--- src/rtl/accel_motion_filter_if.sv ---
// rtl/accel_motion_filter_if.sv - sample/average bus between accelerometer reader, motion filter and consumer
// master drives samples and clear; slave is the filter, which returns averages and motion flags.
interface accel_motion_filter_if;
   logic               filter_clr;
   logic               sample_valid;
   logic signed [15:0] x_in;
   logic signed [15:0] y_in;
   logic signed [15:0] z_in;
   logic signed [15:0] x_avg;
   logic signed [15:0] y_avg;
   logic signed [15:0] z_avg;
   logic               avg_valid;
   logic               x_motion;
   logic               y_motion;
   logic               z_motion;
   logic               window_full;

   modport master (
      output filter_clr, sample_valid, x_in, y_in, z_in,
      input  x_avg, y_avg, z_avg, avg_valid, x_motion, y_motion, z_motion, window_full
   );

   modport slave (
      input  filter_clr, sample_valid, x_in, y_in, z_in,
      output x_avg, y_avg, z_avg, avg_valid, x_motion, y_motion, z_motion, window_full
   );
endinterface

--- src/rtl/accel_motion_filter.sv ---
// rtl/accel_motion_filter.sv - 3-axis moving-average filter with per-axis motion detection
// Stage 1 updates ring buffers and running sums; stage 2 registers averages and motion flags.
module accel_motion_filter #(
   parameter int          DEPTH_LOG2 = 2,
   parameter logic [15:0] THRESH     = 16'd64
) (
   input logic                  clk,
   input logic                  rst,
   accel_motion_filter_if.slave s_if
);
   localparam int                  N        = 1 << DEPTH_LOG2;
   localparam int                  W        = 16 + DEPTH_LOG2;
   localparam logic [DEPTH_LOG2:0] FILL_MAX = (DEPTH_LOG2 + 1)'(N);

   logic signed [15:0]    r_buf [3][N];
   logic signed [W-1:0]   r_sum [3];
   logic [DEPTH_LOG2-1:0] r_wr_ptr;
   logic [DEPTH_LOG2:0]   r_fill;
   logic                  r_s2_go;
   logic                  r_have_prev;
   logic signed [15:0]    r_avg [3];
   logic [2:0]            r_motion;
   logic                  r_avg_valid;

   logic signed [15:0]    w_in [3];
   logic signed [W-1:0]   w_sum_next [3];
   logic signed [15:0]    w_avg [3];
   logic signed [16:0]    w_diff [3];
   logic [16:0]           w_mag [3];
   logic [2:0]            w_motion;
   logic                  w_full;

   assign w_in[0] = s_if.x_in;
   assign w_in[1] = s_if.y_in;
   assign w_in[2] = s_if.z_in;
   assign w_full  = (r_fill == FILL_MAX);

   // The sum width holds N full-scale samples, so plain wrapping arithmetic never overflows.
   always_comb begin
      for (int a = 0; a < 3; a++) begin
         w_sum_next[a] = r_sum[a] + W'(w_in[a]) - W'(r_buf[a][r_wr_ptr]);
         w_avg[a]      = 16'(r_sum[a] >>> DEPTH_LOG2);
         w_diff[a]     = {w_avg[a][15], w_avg[a]} - {r_avg[a][15], r_avg[a]};
         w_mag[a]      = w_diff[a][16] ? 17'(-w_diff[a]) : 17'(w_diff[a]);
         w_motion[a]   = r_have_prev && (w_mag[a] > {1'b0, THRESH});
      end
   end

   always_ff @(posedge clk or negedge rst) begin
      if (!rst) begin
         for (int a = 0; a < 3; a++) begin
            for (int i = 0; i < N; i++) r_buf[a][i] <= '0;
            r_sum[a] <= '0;
            r_avg[a] <= '0;
         end
         r_wr_ptr    <= '0;
         r_fill      <= '0;
         r_s2_go     <= 1'b0;
         r_have_prev <= 1'b0;
         r_motion    <= '0;
         r_avg_valid <= 1'b0;
      end else if (s_if.filter_clr) begin
         // Clear wins over a coincident sample and also cancels a pending stage-2 update.
         for (int a = 0; a < 3; a++) begin
            for (int i = 0; i < N; i++) r_buf[a][i] <= '0;
            r_sum[a] <= '0;
            r_avg[a] <= '0;
         end
         r_wr_ptr    <= '0;
         r_fill      <= '0;
         r_s2_go     <= 1'b0;
         r_have_prev <= 1'b0;
         r_motion    <= '0;
         r_avg_valid <= 1'b0;
      end else begin
         r_s2_go     <= s_if.sample_valid;
         r_avg_valid <= 1'b0;
         if (s_if.sample_valid) begin
            for (int a = 0; a < 3; a++) begin
               r_sum[a]           <= w_sum_next[a];
               r_buf[a][r_wr_ptr] <= w_in[a];
            end
            r_wr_ptr <= r_wr_ptr + 1'b1;
            if (!w_full) r_fill <= r_fill + 1'b1;
         end
         if (r_s2_go && w_full) begin
            for (int a = 0; a < 3; a++) r_avg[a] <= w_avg[a];
            r_motion    <= w_motion;
            r_have_prev <= 1'b1;
            r_avg_valid <= 1'b1;
         end
      end
   end

   assign s_if.x_avg       = r_avg[0];
   assign s_if.y_avg       = r_avg[1];
   assign s_if.z_avg       = r_avg[2];
   assign s_if.avg_valid   = r_avg_valid;
   assign s_if.x_motion    = r_motion[0];
   assign s_if.y_motion    = r_motion[1];
   assign s_if.z_motion    = r_motion[2];
   assign s_if.window_full = w_full;
endmodule

--- src/flat_wrapper.sv ---
// flat-port wrapper written by rule: the top's interface ports become plain ports
module accel_motion_filter_flat 
#(
   parameter int          DEPTH_LOG2 = 2,
   parameter logic [15:0] THRESH     = 16'd64
)
  (clk, rst, s_if_filter_clr, s_if_sample_valid, s_if_x_in, s_if_y_in, s_if_z_in, s_if_x_avg, s_if_y_avg, s_if_z_avg, s_if_avg_valid, s_if_x_motion, s_if_y_motion, s_if_z_motion, s_if_window_full);
  accel_motion_filter_if s_if_i ();
  input logic clk;
  input logic rst;
  input wire logic [$bits(s_if_i.filter_clr)-1:0] s_if_filter_clr;
  input wire logic [$bits(s_if_i.sample_valid)-1:0] s_if_sample_valid;
  input wire logic [$bits(s_if_i.x_in)-1:0] s_if_x_in;
  input wire logic [$bits(s_if_i.y_in)-1:0] s_if_y_in;
  input wire logic [$bits(s_if_i.z_in)-1:0] s_if_z_in;
  output wire logic [$bits(s_if_i.x_avg)-1:0] s_if_x_avg;
  output wire logic [$bits(s_if_i.y_avg)-1:0] s_if_y_avg;
  output wire logic [$bits(s_if_i.z_avg)-1:0] s_if_z_avg;
  output wire logic [$bits(s_if_i.avg_valid)-1:0] s_if_avg_valid;
  output wire logic [$bits(s_if_i.x_motion)-1:0] s_if_x_motion;
  output wire logic [$bits(s_if_i.y_motion)-1:0] s_if_y_motion;
  output wire logic [$bits(s_if_i.z_motion)-1:0] s_if_z_motion;
  output wire logic [$bits(s_if_i.window_full)-1:0] s_if_window_full;
  assign s_if_i.filter_clr = s_if_filter_clr;
  assign s_if_i.sample_valid = s_if_sample_valid;
  assign s_if_i.x_in = s_if_x_in;
  assign s_if_i.y_in = s_if_y_in;
  assign s_if_i.z_in = s_if_z_in;
  assign s_if_x_avg = s_if_i.x_avg;
  assign s_if_y_avg = s_if_i.y_avg;
  assign s_if_z_avg = s_if_i.z_avg;
  assign s_if_avg_valid = s_if_i.avg_valid;
  assign s_if_x_motion = s_if_i.x_motion;
  assign s_if_y_motion = s_if_i.y_motion;
  assign s_if_z_motion = s_if_i.z_motion;
  assign s_if_window_full = s_if_i.window_full;
  accel_motion_filter #(.DEPTH_LOG2(DEPTH_LOG2), .THRESH(THRESH)) u_core (.clk(clk), .rst(rst), .s_if(s_if_i));
endmodule
--- config.mk ---
export PLATFORM = sky130hd
export DESIGN_NAME = accel_motion_filter_flat
export DESIGN_NICKNAME = d
export VERILOG_FILES = /design/src/rtl/accel_motion_filter_if.sv /design/src/rtl/accel_motion_filter.sv /design/src/flat_wrapper.sv
export SDC_FILE = /design/constraint.sdc
export NUM_CORES = 1
export LEC_CHECK = 0
export ABC_CLOCK_PERIOD_IN_PS = 6650
export CAP_MARGIN = 10
export CORE_ASPECT_RATIO = 1.2
export CORE_MARGIN = 2
export CORE_UTILIZATION = 30
export DETAILED_ROUTE_END_ITERATION = 6
export DONT_BUFFER_PORTS = 1
export GPL_TIMING_DRIVEN = 0
export MAX_ROUTING_LAYER = met4
export PLACE_DENSITY = 0.51
export SKIP_CTS_REPAIR_TIMING = 1
export SYNTH_ARGS = -nofsm -noshare
export SYNTH_HDL_FRONTEND = slang
export SYNTH_SLANG_ARGS = --single-unit
export TNS_END_PERCENT = 20
--- constraint.sdc ---
create_clock -name clk -period 6.65 [get_ports clk]
set_input_delay 0.3325 -clock clk [delete_from_list [all_inputs] [get_ports clk]]
set_output_delay 0.3325 -clock clk [all_outputs]
set_load 0.05 [all_outputs]
==> results of run 1 <==
flip-flops by register name (all words and copies together) (netlist names):
signal / flops
u_core.r_buf: 192
u_core.r_fill: 3
u_core.r_have_prev: 1
u_core.r_motion: 3
u_core.r_s2_go: 1
u_core.r_sum: 54
u_core.r_wr_ptr: 2
u_core.s_if.avg_valid: 1
u_core.s_if.x_avg: 16
u_core.s_if.y_avg: 16
u_core.s_if.z_avg: 16
through the flow:
stage / hold WS, ns / worst slack [ns] / instances / total power (W) / util [%]
after floorplan: 0.0369 / 1.77 / 2428 / 0.00648 / -
after global placement: 0.0726 / 0.752 / 3337 / 0.00748 / 32.0
after detailed placement: 0.0725 / 0.739 / 3337 / 0.00760 / 32.0
after CTS: -0.508 / 0.739 / 3399 / 0.00962 / 33.7
after global routing: -0.487 / 0.481 / 3447 / 0.0104 / 34.4
final: -0.469 / 0.739 / 3447 / 0.00966 / 34.4
cells by family after synthesis:
| kind of cell | synth area share, % |
|---|---|
| buf+inv | 7.05 |
| xor+xnor | 3.48 |
| fa+ha+maj | 12.0 |
| compound gates | 15.7 |
| flops | 36.6 |
| simple gates | 17.8 |
| mux | 7.33 |
worst min path at each step:
stage | start | endpoint | slack, ns | depth (start not counted)
after global routing | rst | u_core.r_buf[84] | -0.49 | 0
after floorplan | rst | u_core.r_buf[0] | 0.04 | 0
after global placement | rst | u_core.r_buf[86] | 0.07 | 0
after CTS | rst | u_core.r_buf[105] | -0.51 | 0
final | rst | u_core.r_buf[84] | -0.47 | 0
after detailed placement | rst | u_core.r_buf[84] | 0.07 | 0
placed cells by master, fill, tap and decap left out, types with 35 or more instances in the layout:
master and count:
a21oi_1 314, clkbuf_1 100, nor3_1 37, mux4_2 48, dlygate4sd3_1 48, xnor2_1 56, ha_1 114, inv_1 270
nor2_1 120, fa_1 54, mux2i_1 39, o21ai_0 48, nand2_1 553, clkbuf_16 35, dfrtp_1 305
report_power, final:
group,switching [W],internal (W)
Clock,0.000822,0.00116
Sequential,0.000219,0.00202
Combinational,0.00316,0.00228
Total,0.00420,0.00546
routing by layer:
metal  vias up  track usage, %
met1      8558            21.0
li1       8329               -
met5         -               -
met4         0            5.29
met2       366            31.3
met3        79            3.79
worst max-delay path, delay by kind of cell, from the launching register on:
family	cells	cell delay, ns
muxes	3	1.27
buffers and inverters	3	1.12
AOI/OAI and AO/OA	9	2.22
adders and majority gates	2	0.80
DFF	1	0.38
area by class of cell:
| class | count | area [um2] |
|---|---|---|
| multi-input combinational | 1736 | 11700 |
| sequential | 305 | 7630 |
| inverter | 270 | 1010 |
| clock buffer | 48 | 1020 |
| clock inverter | 14 | 141 |
| buffer | 117 | 455 |
| tap | 909 | 1140 |
| timing repair buffer | 48 | 480 |
| fill | 7124 | 45000 |
==> metrics.log, run 1 <==
INFO  metric critPathArrivalTime = about 6.3 ns
INFO  metric violations = negative hold slack
INFO  metric yosys_most_used_dff = dfrtp_1
INFO  metric largest_net_degree_at_the_start_of_global_routing = just over 300
INFO  metric antenna_found_initial = 1
INFO  metric route.layer.met1.wl = 27700 um
INFO  metric core.rowCount = roughly 110
INFO  metric post_synth_instance_area = 20800 um2
INFO  metric max_stage_delay = 0.80 ns
INFO  metric ys_ff_latch = 305
INFO  metric slew_viol_final = 0
INFO  metric totalNegativeSetupSlack = 0 ns
INFO  metric worst_setup_path_endpoint = u_core.r_sum[35]
INFO  metric critical_path_required = 7.07 ns
INFO  metric run_status = finished, violations left
INFO  metric grt_first_pass_wirelength = 98500 um
INFO  metric post-route-min-period = between 5 and 6 ns
INFO  metric gp_routability_congestion = between 0.8 and 0.9
INFO  metric timing.rr.end = u_core.r_sum[35]
INFO  metric via_count_of_the_first_global_routing_pass = 17200
INFO  metric timing.critical_path.from_type = flip-flop
INFO  metric finalSetupViolCount = 0
INFO  metric finalHoldWorstSlack = -0.469 ns
INFO  metric worst_setup_path_end_kind = flip-flop
INFO  metric cts_tree = yes
INFO  metric timing.critical_path.from = u_core.r_wr_ptr[0]
INFO  metric die_width = approximately 240 um
INFO  metric drt-wirelength-per-cell = 19.0 um
INFO  metric detailroute.via_count = 17300
INFO  metric post_route_cell_area = 23600 um2
INFO  metric layout-area-overhead-vs-synth = 13.4%
INFO  metric reg2reg_setup_slack = 0.74 ns
INFO  metric met3WireLength = between 3000 and 4000 um
INFO  metric worstMarginPinSlew = about 1.2 ns
INFO  metric skew = between 0.015 and 0.02 ns
INFO  metric initial_utilization = between 30% and 40%
INFO  metric area_contributors_post_synth = dfrtp_1, nand2_1, a21oi_1
INFO  metric clock_latency_late_sink = approximately 0.54 ns
INFO  metric diodes = 0
INFO  metric design.portCount = about 110
INFO  metric timing.max_cap.violations = 0
INFO  metric core_area = between 60000 and 70000 um2
INFO  metric cts-htree-levels = 2
INFO  metric count_of_nets_after_finishing = 2733
INFO  metric syn-num-nets = about 2600
INFO  metric cts.reportedPaths.clkPinSlew = ~0.060 ns
INFO  metric synth-warning-count = 0
INFO  metric rsz0062_at_grt = false
INFO  metric clock.fmax = around 0.17 GHz
INFO  metric p_leak = 10.2 nW
INFO  metric layout-drive-gt1-share = 6.03%
INFO  metric worst_r2r_startpoint = u_core.r_wr_ptr[0]
INFO  metric cts_made_buffers = 35
INFO  metric synthCells = about 2400
INFO  metric async_reset_ff_share = 100%
INFO  metric die_h = between 200 and 300 um
INFO  metric postRouteWirelength = around 66000 um
INFO  metric viasPerCell = roughly 5.0
INFO  metric synthMostInstantiatedCell = nand2_1
INFO  metric timing.slew.headroom = 18.0%
INFO  metric dr.max_layer_used = met4
INFO  metric synth_top_area_cell = dfrtp_1
INFO  metric final-hold-violation-count = about 300
INFO  metric cts_max_path_buffers = 3
INFO  metric detail-route-antenna-nets = 0
INFO  metric post_synth.cell_area_avg = between 8 and 9 um2
INFO  metric path_type_of_the_worst_setup_path = flip-flop to flip-flop
INFO  metric grt_overflow_total = 0
INFO  metric fin_crit_sh = 88.9%
INFO  metric synth_cell_types = 95
INFO  metric hp-class = input port to async pin
INFO  metric met2RoutedLength = ~33000 um
INFO  metric die_outline_area = between 70000 and 80000 um2
INFO  metric detail_route.first_pass.iterations = 6
INFO  metric worst_r2r_path_depth = 17
INFO  metric drc = 0
INFO  metric crit_path_max_fanout = 10
INFO  metric synth-edff-count = 0
INFO  metric worst_path_max_delay_cell = clkbuf_1
INFO  metric crit_path_frequent_cell = a21o_1
INFO  metric crit_path_cell_trace = clkbuf_1, clkbuf_1, mux4_2, fa_1, inv_1, ha_1, a21o_1, a21o_1, a21o_1, o311a_1, o31ai_1, o21ai_1, a21o_1, a21oi_1, o21ai_1, mux2i_1, mux2_2
INFO  metric placed_cell_area = roughly 22000 um2
INFO  metric grt_use_total = between 10% and 20%
INFO  metric worst_ir_drop_vdd = 0.000217 V
INFO  metric buffer_type_at_the_clock_tree_root = clkbuf_16
INFO  metric cellPowerDensity = roughly 410 nW/um2
INFO  metric clock-sinks = roughly 310
INFO  metric synth_sequential_area_ratio = a little over a third
INFO  metric post_synth_most_frequent_cells = nand2_1, a21oi_1, dfrtp_1
INFO  metric synthDominantCellAreaShare = 36.6%
INFO  metric drt-initial-drc-count = approximately 1000
INFO  metric dp.final_hpwl = a little under 50000 um
INFO  metric buffer_ports.inserted = 0
Note: power is estimated with default switching activity, not from simulation.
==> run 2: changes to the inputs <==
Settings changed: CTS_BUF_LIST set to sky130_fd_sc_hd__clkbuf_8 sky130_fd_sc_hd__clkbuf_16, GPL_ROUTABILITY_DRIVEN set to 0.
==> run 2 against run 1 <==
Against the previous run: clock-buffer cell count decreased by 3; power hardly changed; global-route usage barely moved; largest power group unchanged; combinational power is essentially flat; maximum frequency fell by 0.34%; the flow still finishes with violations (negative hold slack).
==> metrics.log, run 2 (same netlist as run 1, synthesis figures left out) <==
INFO  metric buffer_type_at_the_clock_tree_root = clkbuf_16
INFO  metric design.portCount = 105
INFO  metric layout-area-overhead-vs-synth = 13.4%
INFO  metric dp.final_hpwl = ~50000 um
INFO  metric worstMarginPinSlew = between 1 and 1.5 ns
INFO  metric core_area = roughly 69000 um2
INFO  metric detail_route.first_pass.iterations = 6
INFO  metric registers.top_by_ff_count = u_core.r_buf
INFO  metric diodes = 0
INFO  metric place.detailed.instances = around 3300
INFO  metric seqCellArea = 7630 um2
INFO  metric drc = 0
INFO  metric die_outline_area = around 70000 um2
INFO  metric finalHoldWorstSlack = -0.467 ns
INFO  metric drt-initial-drc-count = between 1000 and 1500
INFO  metric multi_input_area = roughly 12000 um2
INFO  metric p_leak = between 10 and 15 nW
INFO  metric drt-wirelength-per-cell = ~19 um
INFO  metric skew = 0.0176 ns
INFO  metric critPathArrivalTime = between 6 and 7 ns
INFO  metric timing.critical_path.from_type = flip-flop
INFO  metric largestRegisters = u_core.r_buf (192), u_core.r_sum (54)
INFO  metric rsz0062_at_grt = false
INFO  metric cts_made_buffers = 35
INFO  metric viasPerCell = 5.01
INFO  metric mostFrequentLayoutCell = nand2_1
INFO  metric crit_path_max_fanout = 10
INFO  metric cellPowerDensity = between 400 and 500 nW/um2
INFO  metric run_status = finished, violations left
INFO  metric clock_latency_late_sink = between 0.5 and 0.6 ns
INFO  metric post_layout_nonfiller_instances = roughly 3400
INFO  metric clock.fmax = between 0.15 and 0.2 GHz
INFO  metric die_h = approximately 300 um
INFO  metric via_count_of_the_first_global_routing_pass = approximately 17000
INFO  metric worst_r2r_path_depth = 17
INFO  metric post-route-min-period = 5.93 ns
INFO  metric grt_overflow_total = 0
INFO  metric largest_net_degree_at_the_start_of_global_routing = just over 300
INFO  metric totalNegativeSetupSlack = 0 ns
INFO  metric initial_utilization = just over 30%
INFO  metric timing.max_cap.violations = 0
INFO  metric finalSetupViolCount = 0
INFO  metric cts_tree = yes
INFO  metric grt_use_total = between 10% and 20%
INFO  metric hp-class = input port to async pin
INFO  metric worst_ir_drop_vdd = around 0.00022 V
INFO  metric fin_crit_sh = between 80 and 90%
INFO  metric worst_setup_path_end_kind = flip-flop
INFO  metric final-hold-violation-count = around 300
INFO  metric critical_path_required = between 7 and 8 ns
INFO  metric violations = negative hold slack
INFO  metric detailroute.via_count = 17300
INFO  metric postRouteWirelength = ~66000 um
INFO  metric layout-drive-gt1-share = 6.03%
INFO  metric path_type_of_the_worst_setup_path = flip-flop to flip-flop
INFO  metric layout_common_cells = nand2_1, a21oi_1, dfrtp_1
INFO  metric grt_first_pass_wirelength = ~98000 um
INFO  metric slew_viol_final = 0
INFO  metric count_of_nets_after_finishing = approximately 2700
INFO  metric antenna_found_initial = 1
INFO  metric timing.slew.headroom = around 18%
INFO  metric cts_max_path_buffers = 3
INFO  metric cts.reportedPaths.clkPinSlew = 0.06 ns
INFO  metric clock-sinks = between 300 and 400
INFO  metric largest_register_ffs = approximately 190
INFO  metric die_width = about 240 um
INFO  metric detail-route-antenna-nets = 0
INFO  metric cts-htree-levels = 2
INFO  metric layout.filler_cells = slightly above 7000
INFO  metric core.rowCount = ~110
INFO  metric buffer_ports.inserted = 0
[run 2: changes by cell type in the layout (fill, tap and decap cells not counted)]
cell / before / now
clkbuf_1: 100 / 97
inv_1: 270 / 273
[run 2: worst paths after layout]
| kind | endpoint | slack, ns | startpoint |
|---|---|---|---|
| setup reg to reg | u_core.r_sum[35] | 0.72 | u_core.r_wr_ptr[0] |
| max in group asynchronous | u_core.s_if.z_avg[10] | 6.46 | rst |
| hold / removal | u_core.r_buf[84] | -0.47 | rst |
| min in group clk | u_core.r_sum[35] | 0.07 | s_if_filter_clr |
| hold reg to reg | u_core.r_buf[157] | 0.52 | u_core.r_buf[157] |
| setup / recovery | u_core.r_sum[35] | 0.72 | u_core.r_wr_ptr[0] |
[run 2: through the flow]
step / total power [W] / cell area (um2) / setup slack, ns / utilization [%] / hold slack [ns]
floorplan: 0.00648 / 20800 / 1.77 / - / 0.0369
global placement: 0.00748 / 22000 / 0.752 / 32.0 / 0.0726
detailed placement: 0.00760 / 22000 / 0.739 / 32.0 / 0.0725
CTS: 0.00961 / 23100 / 0.739 / 33.7 / -0.508
global route: 0.0104 / 23600 / 0.481 / 34.4 / -0.487
finish: 0.00966 / 23600 / 0.719 / 34.4 / -0.467
[run 2: area by class of cell]
type,instances,share of cell area [%]
timing repair buffer,48,2.03
sequential,305,32.3
clock buffer,45,4.29
inverter,270,4.29
multi-input combinational,1736,49.7
tap,909,4.82
buffer,117,1.93
clock inverter,17,0.646
[run 2: power by group]
group	total (W)	switching [W]	internal [W]
sequential	0.00224	0.000218	0.00202
combinational	0.00544	0.00316	0.00228
clock	0.00198	0.000821	0.00116
total	0.00966	0.00420	0.00546
[run 2: critical path, stage by stage (launching register included)]
cell      delay (ns)
dfrtp_1         0.38
clkbuf_1        0.25
clkbuf_1        0.81
mux4_2          0.66
fa_1            0.51
inv_1           0.07
ha_1            0.29
a21o_1          0.18
a21o_1          0.20
a21o_1          0.21
o311a_1         0.32
o31ai_1         0.47
o21ai_1         0.23
a21o_1          0.22
a21oi_1         0.26
o21ai_1         0.16
mux2i_1         0.25
mux2_2          0.36
[run 2: routing by layer]
layer / wire length, um / vias to the layer above / global-route usage [%]
met3: 3630 / 71 / 3.79
met2: 32800 / 338 / 31.3
met4: 1470 / 0 / 5.29
li1: - / 8327 / -
met1: 27700 / 8530 / 21.0
met5: 0 / - / -
